`src/rtl/div_unit_pkg.sv`:
```
// Shared encodings for the divider: FSM state codes and the EX-stage opcodes
// that select DIV / DIVU.
package div_unit_pkg;

    typedef enum logic [1:0] {
        DIV_IDLE = 2'd0,
        DIV_BUSY = 2'd1,
        DIV_DONE = 2'd2
    } div_state_e;

    localparam logic [7:0] EXE_DIV_OP  = 8'b0001_1010;
    localparam logic [7:0] EXE_DIVU_OP = 8'b0001_1011;

endpackage

```
`src/rtl/div_step.sv`:
```
// One radix-2 restoring iteration: shift {rem, quo} left by one bit, then
// subtract the divisor from the partial remainder when it fits.
module div_step #(
    parameter int WIDTH = 32
) (
    input  logic [WIDTH-1:0] rem_i,
    input  logic [WIDTH-1:0] quo_i,
    input  logic [WIDTH-1:0] div_i,
    output logic [WIDTH-1:0] rem_o,
    output logic [WIDTH-1:0] quo_o
);
    logic [WIDTH:0] rem_sh;
    logic           take;

    // The compare uses WIDTH+1 bits, but the difference always fits in WIDTH
    // bits, so the subtraction is done on the low bits only.
    always_comb begin
        rem_sh = {rem_i, quo_i[WIDTH-1]};
        take   = (rem_sh >= {1'b0, div_i});
        rem_o  = take ? (rem_sh[WIDTH-1:0] - div_i) : rem_sh[WIDTH-1:0];
        quo_o  = {quo_i[WIDTH-2:0], take};
    end

endmodule

```
`src/rtl/div_unit.sv`:
```
// Multi-cycle radix-2 restoring divider for DIV/DIVU producing {remainder, quotient}.
// Optional feature: define DIV_ZERO_FAST_EN to finish divide-by-zero in a single cycle.
module div_unit
    import div_unit_pkg::*;
#(
    parameter int WIDTH = 32
) (
    input  logic               clk,
    input  logic               resetn,
    input  logic               start,
    input  logic               signed_div,
    input  logic [WIDTH-1:0]   opa,
    input  logic [WIDTH-1:0]   opb,
    input  logic               annul,
    output logic               busy,
    output logic               done,
    output logic [2*WIDTH-1:0] result,
    output div_state_e         dbg_state
);
    localparam int CNT_W = (WIDTH > 1) ? $clog2(WIDTH) : 1;
    localparam logic [CNT_W-1:0] LAST_CNT = CNT_W'(WIDTH - 1);

    div_state_e         state_q;
    logic [CNT_W-1:0]   cnt_q;
    logic [WIDTH-1:0]   rem_q, quo_q, dvs_q;
    logic               neg_q_q, neg_r_q;
    logic               busy_q, done_q;
    logic [2*WIDTH-1:0] result_q;

    logic [WIDTH-1:0]   abs_a, abs_b;
    logic               neg_q_in, neg_r_in;
    logic [WIDTH-1:0]   rem_nxt, quo_nxt;
    logic [WIDTH-1:0]   rem_fix, quo_fix;

    always_comb begin
        abs_a    = (signed_div && opa[WIDTH-1]) ? -opa : opa;
        abs_b    = (signed_div && opb[WIDTH-1]) ? -opb : opb;
        neg_q_in = signed_div & (opa[WIDTH-1] ^ opb[WIDTH-1]);
        neg_r_in = signed_div & opa[WIDTH-1];
        rem_fix  = neg_r_q ? -rem_nxt : rem_nxt;
        quo_fix  = neg_q_q ? -quo_nxt : quo_nxt;
    end

    div_step #(.WIDTH(WIDTH)) u_step (
        .rem_i (rem_q),
        .quo_i (quo_q),
        .div_i (dvs_q),
        .rem_o (rem_nxt),
        .quo_o (quo_nxt)
    );

    always_ff @(posedge clk or negedge resetn) begin
        if (!resetn) begin
            state_q  <= DIV_IDLE;
            cnt_q    <= '0;
            rem_q    <= '0;
            quo_q    <= '0;
            dvs_q    <= '0;
            neg_q_q  <= 1'b0;
            neg_r_q  <= 1'b0;
            busy_q   <= 1'b0;
            done_q   <= 1'b0;
            result_q <= '0;
        end else begin
            done_q <= 1'b0;
            case (state_q)
                DIV_IDLE, DIV_DONE: begin
                    // annul beats a simultaneous start: the request is dropped
                    if (annul || !start) begin
                        state_q <= DIV_IDLE;
                        busy_q  <= 1'b0;
                    end else begin
                        rem_q   <= '0;
                        quo_q   <= abs_a;
                        dvs_q   <= abs_b;
                        neg_q_q <= neg_q_in;
                        neg_r_q <= neg_r_in;
                        cnt_q   <= '0;
`ifdef DIV_ZERO_FAST_EN
                        if (opb == '0) begin
                            state_q  <= DIV_DONE;
                            busy_q   <= 1'b0;
                            done_q   <= 1'b1;
                            result_q <= {neg_r_in ? -abs_a : abs_a,
                                         neg_q_in ? {{(WIDTH-1){1'b0}}, 1'b1} : {WIDTH{1'b1}}};
                        end else begin
                            state_q <= DIV_BUSY;
                            busy_q  <= 1'b1;
                        end
`else
                        state_q <= DIV_BUSY;
                        busy_q  <= 1'b1;
`endif
                    end
                end
                DIV_BUSY: begin
                    if (annul) begin
                        state_q <= DIV_IDLE;
                        busy_q  <= 1'b0;
                    end else begin
                        rem_q <= rem_nxt;
                        quo_q <= quo_nxt;
                        cnt_q <= cnt_q + 1'b1;
                        // sign fix-up is folded into the final iteration's write
                        if (cnt_q == LAST_CNT) begin
                            state_q  <= DIV_DONE;
                            busy_q   <= 1'b0;
                            done_q   <= 1'b1;
                            result_q <= {rem_fix, quo_fix};
                        end
                    end
                end
                default: begin
                    state_q <= DIV_IDLE;
                    busy_q  <= 1'b0;
                end
            endcase
        end
    end

    assign busy      = busy_q;
    assign done      = done_q;
    assign result    = result_q;
    assign dbg_state = state_q;

endmodule
```
`config.mk`:
```
export PLATFORM = sky130hd
export DESIGN_NAME = div_unit
export DESIGN_NICKNAME = d
export VERILOG_FILES = /design/src/rtl/div_unit_pkg.sv /design/src/rtl/div_step.sv /design/src/rtl/div_unit.sv
export SDC_FILE = /design/constraint.sdc
export NUM_CORES = 1
export LEC_CHECK = 0
export BUFFER_PORTS_ARGS = -buffer_cell sky130_fd_sc_hd__buf_4
export CAP_MARGIN = 40
export CORE_AREA = 2 2 144 146
export CTS_CLUSTER_SIZE = 40
export DETAILED_ROUTE_END_ITERATION = 10
export DIE_AREA = 0 0 146 148
export PLACE_DENSITY = 0.81
export SYNTH_ARGS = -nofsm -noshare
export SYNTH_HDL_FRONTEND = slang
export SYNTH_SLANG_ARGS = --single-unit
export TNS_END_PERCENT = 50
```
`constraint.sdc`:
```
create_clock -name clk -period 6.7 [get_ports clk]
set_clock_uncertainty 0.15 [all_clocks]
set_input_delay 0.67 -clock clk [delete_from_list [all_inputs] [get_ports clk]]
set_output_delay 0.67 -clock clk [all_outputs]
set_load 0.03 [all_outputs]
```
======== Word level (Yosys, flattened, before mapping) ========
Cells that the tools add are included.
word-level totals
  bits of input ports ..................... 69
  flip-flop bits (word level) ............. 171
  word-level logic and storage cells ...... 63
  output and inout bits ................... 68
cells by class
  order comparisons ....................... 1
  multiplexer cells ....................... 25
  reduce and logical (&&, ||, !) cells .... 10
  eq/ne operators ......................... 6
  bitwise gates (word level) .............. 5
  add/subtract/negate cells ............... 6
operators with widths
  kind                 count
  $mux 32              9
  $neg 32->32          4
  $pmux 32 s2          2
  $ge 33x32->1         1
  $sub 32x32->32       1
  $mux 5               2
  $pmux 5 s2           1
  $mux 1               7
  $reduce_and 3->1     2
  $add 5x1->5 const B  1
  $eq 5x5->1 const B   1
  $mux 2               2
  $ne 2x2->1 const B   2
  $pmux 2 s2           1
  $ne 3x3->1 const B   1
  $and 1x1->1          2
  $eq 2x1->1 const B   1
  $eq 2x2->1 const B   1
  $logic_and 1x1->1    2
  $logic_not 2->1      1
  $not 1->1            2
  $pmux 1 s2           1
  $reduce_and 2->1     1
  $reduce_bool 2->1    1
  other kinds (4)      4

======== Longest topological paths before layout ========
Gate-level depths: netlist (run 1).
  depth after elaboration ................. 4
  gate-level depth with buffers ........... 23
  depth with buffers taken out ............ 18

======== Hierarchy ========
A second synthesis (run 1) with hierarchy kept.
second synthesis, totals
  cell total of the unflattened synthesis .. 1,355
  area total of the unflattened synthesis .. 11,887.7 um^2
modules (own cells, without submodules)
  module    seq. area each (um^2)  area each (um^2)  instances  cells an instance
  div_unit  4,254.1                9,281.4           1          1,009
  div_step  0.0                    2,606.2           1          346

======== Least setup slack after synthesis (run 1) ========
No wires, ideal clock.
  path kind ............................... reg-to-reg
  start ................................... reg rem_q[9]
  end ..................................... reg result_q[58] (netlist: result[58])
  path buffers ............................ 4
  slack ................................... 1.128 ns
  setup time .............................. 0.131 ns
  data required time ...................... 6.419 ns
  clock period less this slack ............ 5.572 ns
  data arrival time ....................... 5.291 ns
  cell stages (with the launch flop) ...... 22
  cells stage by stage .................... dfrtp_1 > ha_1 > clkbuf_1 > a21oi_1 > o21ai_0 > a21o_1 > o21ba_2 > o21ai_2 > nand2_1 > inv_1 > buf_1 > buf_1 > mux2i_1 > ha_1 > nand2_1 > or4_1 > nor3_1 > a41oi_1 > or4_1 > buf_2 > o311a_1 > or3_1
between the ends
  longest elaborated chain between the ends .. 4
  elaborated cells between the ends (all ways) .. 5
  classes of those cells .................. add/sub: 2; order compare: 1; mux: 2
RTL lines
  what                                                   RTL line                        source
  start: declaration                                     div_unit.sv:25                  logic [WIDTH-1:0] rem_q, quo_q, dvs_q;
  start signal: assignment                               div_unit.sv:101                 rem_q <= rem_nxt;
  $sub 32x32->32 / $ge 33x32->1 (equally long branches)  div_step.sv:20, div_step.sv:19
  $mux 32 *                                              div_step.sv:20                  rem_o = take ? (rem_sh[WIDTH-1:0] - div_i) : rem_sh[WIDTH-1:0];
  $neg 32->32                                            div_unit.sv:40                  rem_fix = neg_r_q ? -rem_nxt : rem_nxt;
  $mux 32 *                                              div_unit.sv:40
  end signal: assignment                                 div_unit.sv:109                 result_q <= {rem_fix, quo_fix};
  end: declaration                                       div_unit.sv:28                  logic [2*WIDTH-1:0] result_q;
Every way passes the cells marked *; elsewhere a longest branch is shown, timed or not.
A chain may end at the register's enable or synchronous reset.

======== Worst setup path after layout (run 1) ========
Ends and elaborated chain as after synthesis.

==> results of run 1 <==
## cell families (layout without fill, tap and decap cells)
kind of cell	count (synthesis)	in the layout	synth area share, %
DFF	170	170	35.7
AOI/OAI and AO/OA	460	460	23.1
muxes	32	32	2.73
buffers and inverters	133	237	4.43
adders and majority gates	39	39	4.16
xor gates and xnor gates	122	122	8.96
and+or+nand+nor	530	530	20.9
## through the flow
stage	std cells	total power, mW	setup WS, ps	instance area, µm²	hold WS (ps)
2_1_floorplan	1486	4.02	1130	11900	224
3_3_place_gp	1822	5.02	948	13100	312
3_5_place_dp	1826	5.05	736	13100	320
4_1_cts	1859	6.06	710	13700	336
5_1_grt	1860	6.58	247	13700	352
6_report	1860	6.18	640	13700	329
## final cells by class
type	instances	area, µm²	area share [%]
Inverter	53	199	1.45
Clock buffer	17	425	3.10
Tap cell	270	338	2.46
Clock inverter	15	173	1.26
Sequential cell	170	4250	31.0
Timing Repair Buffer	152	1180	8.62
Multi-Input combinational cell	1183	7160	52.1
## registers in the layout, indices dropped and copies added, names as in the netlist
register	flops
done	1
quo_q	32
dbg_state	2
neg_r_q	1
result	64
cnt_q	5
dvs_q	32
rem_q	32
neg_q_q	1
## cell usage in the layout, fill, tap and decap left out, types with 17 or more instances in the layout
cell type / netlist / routed
buf_4: 1 / 147
nand3_1: 19 / 19
xnor2_1: 61 / 61
dfrtp_1: 170 / 170
xor2_1: 61 / 61
nor2_1: 100 / 99
clkbuf_16: 0 / 17
nor3_1: 22 / 22
inv_1: 52 / 52
or4_1: 20 / 20
ha_1: 38 / 38
mux2i_1: 28 / 28
nand2_1: 242 / 241
or3_1: 23 / 23
nor4_1: 18 / 18
a21oi_1: 112 / 112
o21ai_0: 221 / 221
## final timing paths
kind                            cells past startpoint                     end  slack (ps)
worst min-delay path                                2   dvs_q[23]$_DFFE_PN0P_         330
worst max register to register                     18  result[58]$_DFFE_PN0P_         640
max in group asynchronous                           4   dvs_q[10]$_DFFE_PN0P_        4390
worst max-delay path                               18  result[58]$_DFFE_PN0P_         640
worst min register to register                      2   dvs_q[23]$_DFFE_PN0P_         330
min in group asynchronous                           2  result[10]$_DFFE_PN0P_         510
## worst reg2reg max path: cells and delay by family (launching register included)
family | cells | cell delay (ps)
muxes | 1 | 270
AOI/OAI and AO/OA | 7 | 2070
and+or+nand+nor | 6 | 2000
DFF | 1 | 460
adders and majority gates | 2 | 650
buffers and inverters | 2 | 340
## metal layers
metal / wire length, µm / track usage, % / vias to the layer above / share of wire (%)
li1: - / - / 5468 / -
met1: 16300 / 48.6 / 5448 / 46
met2: 15700 / 50.7 / 516 / 44
met3: 2790 / 6.02 / 62 / 7.8
met4: 760 / 9.47 / 0 / 2.1
met5: 0 / 0 / - / 0
## timing repair
item                       in CTS  in global routing
buffers inserted                0                  0
hold buffers                    1                  0
hold endpoints to repair       31                  0
setup endpoints to repair       0                  0
## power by group through the flow
| stage | Sequential, mW | Combinational, mW | Clock [mW] |
|---|---|---|---|
| after global placement | 1.45 | 3.57 | 0 |
| after CTS | 1.44 | 3.62 | 1.00 |
| final | 1.45 | 3.73 | 0.998 |
| after global routing | 1.48 | 4.05 | 1.05 |
| after detailed placement | 1.46 | 3.60 | 0 |
| after floorplan | 1.38 | 2.64 | 0 |
==> summary.md, run 1 <==
| Metric | Value |
|---|---|
| Final nets | `1685` |
| Mapped cell area | `11900 µm²` |
| DR vias/cell | `6.18` |
| Crit-path cells | `ha_1, a21oi_1, o21ai_0, a21o_1, o21ba_2, o21ai_2, nand2_1, buf_4, inv_1, mux2i_1, ha_1, nand2_1, or4_1, nor3_1, a41oi_1, or4_1, o311a_1, or3_1` |
| Max-Cap Viols | `0` |
| Max frequency | `165 MHz` |
| Vias | `11.5k` |
| Antenna Cells | `0` |
| Worst slew pin tran | `887 ps` |
| Total CTS buffers | `17` |
| Layout cells sized above 1 | `13.8%` |
| Hold path startpoint | `dvs_q[23]$_DFFE_PN0P_` |
| Startpoint Class | `flop` |
| Die height | `148 µm` |
| Clk_lat worst skew | `450 ps` |
| GRT overflow | `0` |
| Maximum root-to-sink buffer count | `2` |
| Synth area leader | `dfrtp_1` |
| H-tree Lvls | `4` |
| Core area | `20000 µm²` |
| Period minus WS final | `6060 ps` |
| Full die area | `21600 µm²` |
| # fillers | `1730` |
| Routability cong. | `1.01` |
| Average cell area after synthesis | `8.02 µm²` |
| Clk pwr share | `16.1%` |
| Iteration-0 DRC Markers | `1126` |
| Post-synth top area share | `35.7%` |
| Root Buffer | `clkbuf_16` |
| Vias in the first global route | `10.7k` |
| DR DRC count | `0` |
| I/O pin cnt | `137` |
| HPWL after DPL | `27.3 mm` |
| Logic pwr share | `60.4%` |
| Final Max Tran Viols | `0` |
| DRT Wirelength | `35.6 mm` |
| Most frequent cells after synthesis | `nand2_1, o21ai_0, dfrtp_1` |
| Post-synth ARST share | `100%` |
| Setup Viol. Count Final | `0` |
| Util after Layout | `68.5%` |
| Switching power | `3.15 mW` |
| RSZ-0062 raised after global routing | `false` |
| Top FF cell, synth | `dfrtp_1` |
| Most numerous cell in the Yosys netlist | `nand2_1` |
| Slowest stage delay, CP | `640 ps` |
| Synthesized instance count | `1486` |
| Worst path buffer plus inverter count | `2` |
| Sequential power share | `23.4%` |
| Status | `finished clean` |
| Post-synth EDFFs | `0` |
| CP required | `6870 ps` |
| Cts repair resizes | `0` |
| Crit path from | `rem_q[9]$_DFFE_PN0P_` |
| DR pass1 iterations | `7` |
| Critical Path Fanout Max | `15` |
| Worst VDD drop | `203 µV` |
| Hold Path Class | `reg2reg` |
| CTS sink cnt | `170` |
| Netlist cell types | `79` |
| CP top delay family | `compound AO/OA/AOI/OAI gates` |
| LEAKAGE | `6.11 nW` |
| Area Overhead vs Synth | `15.2%` |
| Post-synthesis net count | `1594` |
| CTS tree | `yes` |
| Die W | `146 µm` |
| Port buffer count | `136` |
| Switching Share | `50.9%` |
| Post-route ant nets | `0` |
| Cell-internal power | `3.04 mW` |
| Relative slew slack | `40.7%` |
| Ys Warns | `0` |
| Crit Reg-Reg Startpoint | `rem_q[9]$_DFFE_PN0P_` |
| GRT Overall Usage | `33.2%` |
| Synth top area cells | `dfrtp_1, o21ai_0, nand2_1` |
| Crit end category | `flop` |
| Synth Register Bits | `170` |
| Starting Density | `59.5%` |
| Pin count of the biggest net entering global routing | `83` |
| Total negative slack | `0 ps` |
| Slowest stage cell, crit path | `or4_1` |
| Register area share after synthesis | `35.7%` |
| WP data arrival | `6230 ps` |
| Crit share post-route | `90.4%` |
| Global-route wire length before repair | `56.9 mm` |
| Final hold violations | `0` |
| Initial antenna violation count | `0` |
| Setup Crit Path Kind | `reg2reg` |
| Clock transition at the registers of the reported paths | `70 ps` |
| Number of placement rows | `52` |
| Wire per inst | `19.1 µm` |
| P per Cell Area | `450 nW/µm²` |
Power figures use the tool's default switching activity.
==> inputs of run 2 (changes only) <==
--- a/config.mk
+++ b/config.mk
@@ -11,7 +11,7 @@
 export CTS_CLUSTER_SIZE = 40
 export DETAILED_ROUTE_END_ITERATION = 10
 export DIE_AREA = 0 0 146 148
-export PLACE_DENSITY = 0.81
+export PLACE_DENSITY = 0.84
 export SYNTH_ARGS = -nofsm -noshare
 export SYNTH_HDL_FRONTEND = slang
 export SYNTH_SLANG_ARGS = --single-unit
==> run 2 against run 1 <==
Against the previous run: clock power is 1% lower; setup slack better by 10 ps; sequential power hardly changed; register-to-register slack hardly changed; routed wire length is 1.4% higher; first-iteration DRC count is 18% higher; critical endpoint is now result[60]$_DFFE_PN0P_.
==> summary.md, run 2 (synthesized netlist as in run 1, its figures left out) <==
| Metric | Value |
|---|---|
| Core area | `20000 µm² (unchanged)` |
| Area Overhead vs Synth | `14.8% (was 15.2%)` |
| Number of placement rows | `52 (unchanged)` |
| Startpoint Class | `flop (unchanged)` |
| Setup Viol. Count Final | `0 (unchanged)` |
| Final Max Tran Viols | `0 (unchanged)` |
| Status | `finished clean (unchanged)` |
| P per Cell Area | `451 nW/µm² (was 450 nW/µm²)` |
| Crit share post-route | `90.3% (was 90.4%)` |
| Die height | `148 µm (unchanged)` |
| Placed instance area | `13100 µm² (about the same)` |
| Maximum root-to-sink buffer count | `2 (unchanged)` |
| Total CTS buffers | `17 (unchanged)` |
| CTS sink cnt | `170 (unchanged)` |
| WP data arrival | `6220 ps (was 6230 ps)` |
| Logic pwr share | `60.4% (about the same)` |
| CP required | `6870 ps (about the same)` |
| R2r setup slk | `650 ps (was 640 ps)` |
| Clk_lat worst skew | `450 ps (about the same)` |
| Crit Reg-Reg Startpoint | `rem_q[9]$_DFFE_PN0P_ (unchanged)` |
| H-tree Lvls | `4 (unchanged)` |
| Slowest stage cell, crit path | `or4_1 (unchanged)` |
| Leading cell type in the layout, fill and taps excluded | `nand2_1 (unchanged)` |
| Final hold violations | `0 (unchanged)` |
| Port buffer count | `136 (unchanged)` |
| Worst VDD drop | `253 µV (was 203 µV)` |
| Full die area | `21600 µm² (unchanged)` |
| Routability cong. | `0.966 (was 1.01)` |
| Worst slew pin tran | `927 ps (was 887 ps)` |
| Max frequency | `165 MHz (about the same)` |
| DR vias/cell | `6.27 (was 6.18)` |
| Wire per inst | `19.4 µm (was 19.1 µm)` |
| Root Buffer | `clkbuf_16 (unchanged)` |
| DRT Wirelength | `36.1 mm (was 35.6 mm)` |
| Post-CTS repair timing setup buffer count | `0 (unchanged)` |
| Final WS setup | `650 ps (was 640 ps)` |
| Sequential power share | `23.6% (was 23.4%)` |
| Number of flip-flops in the largest register | `64 (unchanged)` |
| Pin count of the biggest net entering global routing | `78 (was 83)` |
| Final instance area | `13700 µm² (about the same)` |
| Crit-path cells | `ha_1, a21oi_1, o21ai_0, a21o_1, o21ba_2, o21ai_2, nand2_1, inv_1, mux2i_1, ha_1, nand2_1, or4_1, nor3_1, a41oi_1, or4_1, o311ai_0, or3b_1 (was ha_1, a21oi_1, o21ai_0, a21o_1, o21ba_2, o21ai_2, nand2_1, buf_4, inv_1, mux2i_1, ha_1, nand2_1, or4_1, nor3_1, a41oi_1, or4_1, o311a_1, or3_1)` |
| Pre-CTS WS | `861 ps (was 736 ps)` |
| Critical Path Fanout Max | `12 (was 15)` |
| Antenna Cells | `0 (unchanged)` |
| RSZ-0062 raised after global routing | `false (unchanged)` |
| Layout cells sized above 1 | `13.7% (was 13.8%)` |
| Hold endpoint | `result[49]$_DFFE_PN0P_ (was dvs_q[23]$_DFFE_PN0P_)` |
| Cell-internal power | `3.02 mW (was 3.04 mW)` |
| Setup Crit Path Kind | `reg2reg (unchanged)` |
| Slowest stage delay, CP | `650 ps (was 640 ps)` |
| Final nets | `1683 (was 1685)` |
| Switching power | `3.15 mW (about the same)` |
| Switching Share | `51.0% (was 50.9%)` |
| Hold path startpoint | `result[49]$_DFFE_PN0P_ (was dvs_q[23]$_DFFE_PN0P_)` |
| Highest-count cells in the layout ignoring fill and taps | `nand2_1, o21ai_0, dfrtp_1 (unchanged)` |
| CTS tree | `yes (unchanged)` |
| Clock transition at the registers of the reported paths | `70 ps (about the same)` |
| Overall Power | `6.18 mW (about the same)` |
| LEAKAGE | `6.09 nW (was 6.11 nW)` |
| Vias | `11.7k (was 11.5k)` |
| Die W | `146 µm (unchanged)` |
| Max-Cap Viols | `0 (unchanged)` |
| Period minus WS final | `6050 ps (was 6060 ps)` |
| HPWL after DPL | `27.2 mm (was 27.3 mm)` |
| Global-route wire length before repair | `57.8 mm (was 56.9 mm)` |
| Relative slew slack | `38.2% (was 40.7%)` |
| Worst r2r dst | `result[60]$_DFFE_PN0P_ (was result[58]$_DFFE_PN0P_)` |
| DR pass1 iterations | `5 (was 7)` |
| GRT overflow | `0 (unchanged)` |
| Vias in the first global route | `10.9k (was 10.7k)` |
| Iteration-0 DRC Markers | `1328 (was 1126)` |
| Initial antenna violation count | `0 (unchanged)` |
| Crit end category | `flop (unchanged)` |
| WHS Path Cells | `2 (unchanged)` |
| Hold Path Class | `reg2reg (unchanged)` |
| Total negative slack | `0 ps (unchanged)` |
| Cts repair resizes | `0 (unchanged)` |
| GRT Overall Usage | `33.6% (was 33.2%)` |
| Post-route ant nets | `0 (unchanged)` |
| DR DRC count | `0 (unchanged)` |
| Clk pwr share | `15.9% (was 16.1%)` |
| Util after Layout | `68.3% (was 68.5%)` |
| Worst Reg-to-Reg Cells | `17 (was 18)` |
| Starting Density | `59.5% (unchanged)` |
| I/O pin cnt | `137 (unchanged)` |
[run 2: changes by cell type in the layout (fill, tap and decap cells not counted)]
cell | previous run | this run
buf_1 | 1 | 0
clkinv_4 | 3 | 4
clkinv_8 | 4 | 2
buf_16 | 2 | 1
clkbuf_1 | 0 | 1
[run 2: layer usage]
| layer | GRT usage [%] | vias up | share of wire (%) |
|---|---|---|---|
| met5 | 0 | - | 0 |
| met4 | 8.40 | 0 | 2.0 |
| met3 | 5.96 | 55 | 8.9 |
| met2 | 51.5 | 579 | 44 |
| met1 | 49.8 | 5570 | 45 |
| li1 | - | 5451 | - |
[run 2: worst max-delay path by stage]
stage / cells after the start / slack (ps) / end / startpoint
after floorplan: 21 / 1130 / result[58]$_DFFE_PN0P_ / rem_q[9]$_DFFE_PN0P_
after global placement: 17 / 1150 / result[58]$_DFFE_PN0P_ / rem_q[7]$_DFFE_PN0P_
final: 17 / 650 / result[60]$_DFFE_PN0P_ / rem_q[9]$_DFFE_PN0P_
after global routing: 17 / 260 / result[60]$_DFFE_PN0P_ / rem_q[9]$_DFFE_PN0P_
after CTS: 17 / 770 / result[58]$_DFFE_PN0P_ / rem_q[9]$_DFFE_PN0P_
after detailed placement: 17 / 860 / result[58]$_DFFE_PN0P_ / rem_q[9]$_DFFE_PN0P_
[run 2: what timing repair did]
| action | 4_1_cts | 5_1_grt |
|---|---|---|
| endpoints found under the setup margin | 0 | 0 |
| endpoints found under the hold margin | 8 | 0 |
| hold buffers | 1 | 0 |
[run 2: power by group through the flow]
stage	logic [mW]	registers [mW]	clock network, mW
after detailed placement	3.60	1.46	0
after global placement	3.58	1.44	0
after floorplan	2.64	1.38	0
after global routing	4.02	1.48	1.03
after CTS	3.62	1.44	0.986
final	3.73	1.46	0.984
[run 2: metrics by stage]
step,cells,hold WS [ps]
finish,1858,331
CTS,1858,337
global placement,1823,312
global route,1858,347
floorplan,1486,224
detailed placement,1825,321
[run 2: final cells by class]
| cell class | instances | area, µm² |
|---|---|---|
| clock inverter | 14 | 149 |
| timing repair buffer | 150 | 1150 |
| tap | 270 | 338 |
| inverter | 53 | 199 |
| sequential | 170 | 4250 |
| clock buffer | 18 | 429 |
| fill | 1710 | 6350 |
| multi-input combinational | 1183 | 7160 |
[run 2: critical path, delay by kind of cell (launching register included)]
family / cells / cell delay [ps]
muxes: 1 / 290
adders and majority gates: 2 / 660
DFF: 1 / 460
AOI/OAI and AO/OA: 7 / 2120
buffers and inverters: 1 / 150
and+or+nand+nor: 6 / 2100
